--- src/rtl/mmio_uart_tx.sv ---
`default_nettype none
// ============================================================================
// Module   : mmio_uart_tx
// Purpose  : Memory-mapped 8N1 UART transmitter with a TX FIFO, on the data bus.
// Revision : 1.0 - initial release
// ============================================================================
module mmio_uart_tx #(
    parameter logic [31:0] BASE        = 32'h8000_0000,
    parameter int          DEPTH       = 8,
    parameter logic [15:0] DEFAULT_DIV = 16'd16
) (
    input  logic        clk,
    input  logic        rst_n,
    input  logic        r,
    input  logic [3:0]  w,
    input  logic [31:0] addr,
    input  logic [31:0] in,
    output logic [31:0] out,
    output logic        sel,
    output logic        tx,
    output logic        busy
);

    localparam int                 c_PTR_W    = $clog2(DEPTH);
    localparam int                 c_CNT_W    = c_PTR_W + 1;
    localparam logic [c_CNT_W-1:0] c_FULL_CNT = c_CNT_W'(DEPTH);

    typedef enum logic [1:0] {
        S_IDLE  = 2'd0,
        S_START = 2'd1,
        S_DATA  = 2'd2,
        S_STOP  = 2'd3
    } state_t;

    logic [7:0]         r_mem [DEPTH];
    logic [c_PTR_W-1:0] r_rd_ptr;
    logic [c_PTR_W-1:0] r_wr_ptr;
    logic [c_CNT_W-1:0] r_count;
    logic               r_overrun;
    logic [15:0]        r_div;

    state_t             r_state;
    logic [7:0]         r_shreg;
    logic [15:0]        r_div_q;
    logic [15:0]        r_divcnt;
    logic [2:0]         r_bitcnt;
    logic               r_tx;

    logic        w_sel;
    logic        w_wr;
    logic [1:0]  w_off;
    logic        w_push_req;
    logic        w_push;
    logic        w_pop;
    logic        w_empty;
    logic        w_full;
    logic        w_busy;
    logic [15:0] w_eff_div;
    logic        w_bit_done;
    logic        w_unused;

    assign w_sel      = (addr[31:4] == BASE[31:4]);
    assign w_off      = addr[3:2];
    assign w_wr       = w_sel && (w != 4'b0000);
    assign w_empty    = (r_count == '0);
    assign w_full     = (r_count == c_FULL_CNT);
    assign w_pop      = (r_state == S_IDLE) && !w_empty;
    assign w_push_req = w_wr && (w_off == 2'd0) && w[0];
    // A full FIFO still accepts a byte when the serializer frees a slot this cycle
    assign w_push     = w_push_req && (!w_full || w_pop);
    assign w_busy     = !w_empty || (r_state != S_IDLE);
    assign w_eff_div  = (r_div == 16'd0) ? 16'd1 : r_div;
    assign w_bit_done = (r_divcnt == (r_div_q - 16'd1));
    assign w_unused   = &{1'b0, in[31:16], addr[1:0]};

    assign sel  = w_sel;
    assign tx   = r_tx;
    assign busy = w_busy;

    always_comb begin
        out = 32'd0;
        if (w_sel && r) begin
            case (w_off)
                2'd1:    out = {28'd0, r_overrun, w_empty, w_full, w_busy};
                2'd2:    out = {16'd0, r_div};
                default: out = 32'd0;
            endcase
        end
    end

    always_ff @(posedge clk) begin
        if (w_push) begin
            r_mem[r_wr_ptr] <= in[7:0];
        end
    end

    always_ff @(posedge clk or negedge rst_n) begin
        if (!rst_n) begin
            r_rd_ptr  <= '0;
            r_wr_ptr  <= '0;
            r_count   <= '0;
            r_overrun <= 1'b0;
            r_div     <= DEFAULT_DIV;
        end else begin
            if (w_push) begin
                r_wr_ptr <= r_wr_ptr + 1'b1;
            end
            if (w_pop) begin
                r_rd_ptr <= r_rd_ptr + 1'b1;
            end
            if (w_push && !w_pop) begin
                r_count <= r_count + 1'b1;
            end else if (!w_push && w_pop) begin
                r_count <= r_count - 1'b1;
            end
            if (w_push_req && !w_push) begin
                r_overrun <= 1'b1;
            end else if (w_wr && (w_off == 2'd1) && w[0] && in[3]) begin
                r_overrun <= 1'b0;
            end
            if (w_wr && (w_off == 2'd2)) begin
                if (w[0]) r_div[7:0]  <= in[7:0];
                if (w[1]) r_div[15:8] <= in[15:8];
            end
        end
    end

    always_ff @(posedge clk or negedge rst_n) begin
        if (!rst_n) begin
            r_state  <= S_IDLE;
            r_tx     <= 1'b1;
            r_shreg  <= 8'd0;
            r_div_q  <= 16'd1;
            r_divcnt <= 16'd0;
            r_bitcnt <= 3'd0;
        end else begin
            case (r_state)
                S_IDLE: begin
                    r_tx <= 1'b1;
                    if (w_pop) begin
                        r_shreg  <= r_mem[r_rd_ptr];
                        r_div_q  <= w_eff_div;
                        r_divcnt <= 16'd0;
                        r_state  <= S_START;
                        r_tx     <= 1'b0;
                    end
                end
                S_START: begin
                    if (w_bit_done) begin
                        r_divcnt <= 16'd0;
                        r_bitcnt <= 3'd0;
                        r_state  <= S_DATA;
                        r_tx     <= r_shreg[0];
                    end else begin
                        r_divcnt <= r_divcnt + 16'd1;
                    end
                end
                S_DATA: begin
                    if (w_bit_done) begin
                        r_divcnt <= 16'd0;
                        r_shreg  <= r_shreg >> 1;
                        r_bitcnt <= r_bitcnt + 3'd1;
                        if (r_bitcnt == 3'd7) begin
                            r_state <= S_STOP;
                            r_tx    <= 1'b1;
                        end else begin
                            // tx is registered, so present the bit the shift brings down
                            r_tx <= r_shreg[1];
                        end
                    end else begin
                        r_divcnt <= r_divcnt + 16'd1;
                    end
                end
                S_STOP: begin
                    if (w_bit_done) begin
                        r_divcnt <= 16'd0;
                        r_state  <= S_IDLE;
                        r_tx     <= 1'b1;
                    end else begin
                        r_divcnt <= r_divcnt + 16'd1;
                    end
                end
                default: begin
                    r_state <= S_IDLE;
                    r_tx    <= 1'b1;
                end
            endcase
        end
    end

endmodule
`default_nettype wire
--- config.mk ---
export PLATFORM = sky130hd
export DESIGN_NAME = mmio_uart_tx
export DESIGN_NICKNAME = d
export VERILOG_FILES = /design/src/rtl/mmio_uart_tx.sv
export SDC_FILE = /design/constraint.sdc
export NUM_CORES = 1
export LEC_CHECK = 0
export BUFFER_PORTS_ARGS = -buffer_cell sky130_fd_sc_hd__buf_4
export CELL_PAD_IN_SITES_DETAIL_PLACEMENT = 1
export CELL_PAD_IN_SITES_GLOBAL_PLACEMENT = 1
export CORE_ASPECT_RATIO = 0.9
export CORE_UTILIZATION = 45
export DETAILED_ROUTE_END_ITERATION = 8
export HOLD_SLACK_MARGIN = 0.15
export PLACE_DENSITY = 0.89
export SYNTH_ARGS = -nofsm -noshare
export SYNTH_HDL_FRONTEND = slang
export SYNTH_SLANG_ARGS = --single-unit
export TNS_END_PERCENT = 20
--- constraint.sdc ---
create_clock -name clk -period 3.5 [get_ports clk]
set_clock_uncertainty 0.1 [all_clocks]
set_input_delay 0.175 -clock clk [delete_from_list [all_inputs] [get_ports clk]]
set_output_delay 0.175 -clock clk [all_outputs]
set_load 0.02 [all_outputs]
==> results.py <==
metrics = {
    "status": {
        "status": "complete, no violations",
    },
    "power": {
        "p_leak_uw": 0.00357,
        "intPower_uw": 2900,
        "p_clk_frac": 0.453,
        "p_comb_frac": 0.081,
        "powerDensity_mw_per_mm2": 463,
        "p_sw_uw": 987,
        "irDropWorstVdd_mv": 0.480,
        "seq_power_share": 0.466,
        "switching_share": 0.254,
    },
    "timing": {
        "fin_crit_sh": 0.936,
        "fin_hold_ws_ps": 184,
        "hold_viol": 0,
        "min_period_ps": 3280,
        "fmax_mhz": 305,
        "setup_viol": 0,
        "tns_ps": 0,
        "report.final.slew_viol_count": 0,
        "slew_headroom": 0.342,
        "worst_pin_slew_ps": 988,
        "rsz0062_at_grt": "false",
    },
    "grt": {
        "grt_pass1_wl_um": 33200,
        "grt_max_degree": 74,
        "grt_usage": 0.283,
        "grt_overflow_total": 0,
        "grt_pass1_vias": 5882,
        "antenna_found_initial": 0,
    },
    "logic_synthesis": {
        "ys_async_sr_fraction": 0.533,
        "ys_types": 60,
        "yosys.area.top_type": "edfxtp_1",
        "ys.flop_type": "dfrtp_1",
        "yosysMostFrequentCell": "nand2_1",
        "avgSynthCellArea_um2": 11.5,
        "yosys-top-cells-count": "nand2_1 (86), dfrtp_1 (70), edfxtp_1 (64)",
        "postSynthCellCount": 599,
        "synth.area.top_cells": "edfxtp_1 (28%), dfrtp_1 (25%), mux4_2 (5.2%), nand2_1 (4.7%), ha_1 (3.1%)",
        "seq_area_frac_synth": 0.543,
        "synth_edf_count": 64,
        "ys_seq_elements": 137,
        "synthesis.area_mm2": 0.00692,
        "synth_top_area_share": 0.278,
        "synth_warnings": 0,
    },
    "min_path": {
        "hp-class": "input pin to register",
    },
    "setup_path": {
        "critical_path.max_fanout": 10,
        "crit_path_start_kind": "register",
        "cp.arrival_ps": 3520,
        "required_ps": 3740,
        "cp-end-kind": "register",
        "path_class": "register to register",
    },
    "detailed_routing": {
        "vias_per_cell": 5.87,
        "vias": 5317,
        "first_pass_iters": 5,
        "ant_nets": 0,
        "wl_per_cell_um": 23.2,
        "drt-total-wl_um": 21000,
        "first_iter_violations": 467,
        "post-route-drc-count": 0,
    },
    "place": {
        "dp_hpwl_um": 13400,
        "port_buffers": 69,
        "dpl.cell_count": 856,
        "place_congestion": 0.851,
    },
    "cts": {
        "root_buffer": "clkbuf_16",
        "cts_buffer_depth": 2,
        "cts_tree": "done",
        "clk_transition_reported_paths_ps": 70,
        "worstSkewPairLatency_ps": 430,
        "cts_buffers": 17,
        "cts.sinks": 137,
        "post_cts.repair.setup_buffers": 0,
        "htree_levels": 4,
    },
    "layout": {
        "nNetsFinal": 784,
        "fin_cells": 906,
        "area_growth_pct": 21.4,
        "insertedDiodeCount": 0,
        "drive_gt1_frac": 0.232,
        "fillCellCount": 1544,
    },
    "die": {
        "die_area_mm2": 0.0159,
        "row_count": 42,
        "io_pins": 106,
        "dieWidth_um": 133,
        "core_area_mm2": 0.0149,
        "die_h_um": 120,
        "start_util": 0.465,
    },
    "job": {
        "drv_cap": 0,
    },
}
## metal layers
metal,GRT usage,vias to the layer above,part of all wire
li1,-,2335,-
met4,0.144,0,0.042
met2,0.496,198,0.52
met5,0,-,0
met3,0.0575,69,0.047
met1,0.329,2715,0.39
## state kept, by name, summed over array words and instances, names as in the netlist
name / flops
r_shreg: 8
r_wr_ptr: 3
r_div: 16
r_mem: 64
r_rd_ptr: 3
r_count: 4
tx: 1
r_state: 2
r_divcnt: 16
r_overrun: 1
r_div_q: 16
r_bitcnt: 3
## worst paths after layout
path | startpoint | endpoint | slack, ps | cells after the start
setup / recovery | r_div_q[2]$_DFFE_PN0P_ | r_shreg[2]$_DFFE_PN0P_ | 220 | 8
hold / removal | addr[30] | r_overrun$_DFFE_PN0P_ | 180 | 6
setup reg to reg | r_div_q[2]$_DFFE_PN0P_ | r_shreg[2]$_DFFE_PN0P_ | 220 | 8
hold reg to reg | tx$_DFFE_PN1P_ | tx$_DFFE_PN1P_ | 380 | 2
max in group asynchronous | rst_n | r_divcnt[9]$_DFFE_PN0P_ | 2290 | 2
min in group asynchronous | rst_n | r_div_q[4]$_DFFE_PN0P_ | 360 | 2
## cell type report
cell class                      instances  area (um2)  area share
Clock buffer                           20         479      0.0571
Clock inverter                         12        96.3      0.0115
Inverter                               16        60.1     0.00715
Multi-Input combinational cell        419        2930       0.349
Sequential cell                       137        3750       0.447
Tap cell                              198         248      0.0295
Timing Repair Buffer                  104         826      0.0984
## critical path, cell delays in order (launching register included)
cell	delay (ps)
dfrtp_1	480
or4_4	610
or3_1	410
nor4_2	330
o32ai_2	170
nor4_4	350
nand2_2	230
mux2_1	370
nor2_1	140
## power groups by stage
stage	combinational [uW]	sequential [uW]	clock (uW)
5_1_grt	338	1810	1840
3_5_place_dp	287	1840	0
6_report	315	1810	1760
3_3_place_gp	266	1830	0
2_1_floorplan	211	1790	0
4_1_cts	312	1810	1770
## cells by family after synthesis
group / share of synthesized area
mux: 0.106
compound gates: 0.0769
simple gates: 0.163
flops: 0.543
buf+inv: 0.0431
xor+xnor: 0.0342
fa+ha+maj: 0.0337
other cells: 0.000542
## cells in the final DEF (no fill, tap or decap), types with 3 or more instances in the layout
cell type,netlist,final
inv_1,15,15
buf_4,16,86
clkbuf_16,0,19
mux2_1,7,7
o21ai_1,3,3
xor2_1,11,11
nand2b_1,13,13
mux2_2,18,18
nand4_1,7,7
and2_1,12,12
conb_1,1,16
nor2_1,35,35
o21ai_0,26,26
a22oi_1,3,3
o31ai_1,15,15
dfrtp_1,70,70
a21oi_1,15,15
nor3b_1,6,6
nand3_1,12,12
mux2i_1,9,9
mux4_2,16,16
or3_1,6,5
and3_1,14,14
a21o_1,3,3
dlygate4sd3_1,0,18
o22ai_1,3,3
nor4_1,14,13
xnor2_1,16,16
dfstp_2,3,3
ha_1,17,17
nor3_1,8,8
inv_6,0,7
edfxtp_1,64,64
nand2_1,86,86
## timing repair
action                                  CTS  global route
endpoints found under the hold margin   151             0
hold buffers                             18             0
resized for setup                         0             2
endpoints found under the setup margin    0             7
## stage by stage
stage	setup WS, ps	area [um2]	util	total power, uW
after CTS	158	8380	0.564	3890
after floorplan	570	6970	-	2000
final	224	8390	0.564	3890
after global placement	337	7630	0.513	2100
after detailed placement	207	7630	0.513	2120
after global routing	58.9	8390	0.564	3990
Power figures use the tool's default switching activity.
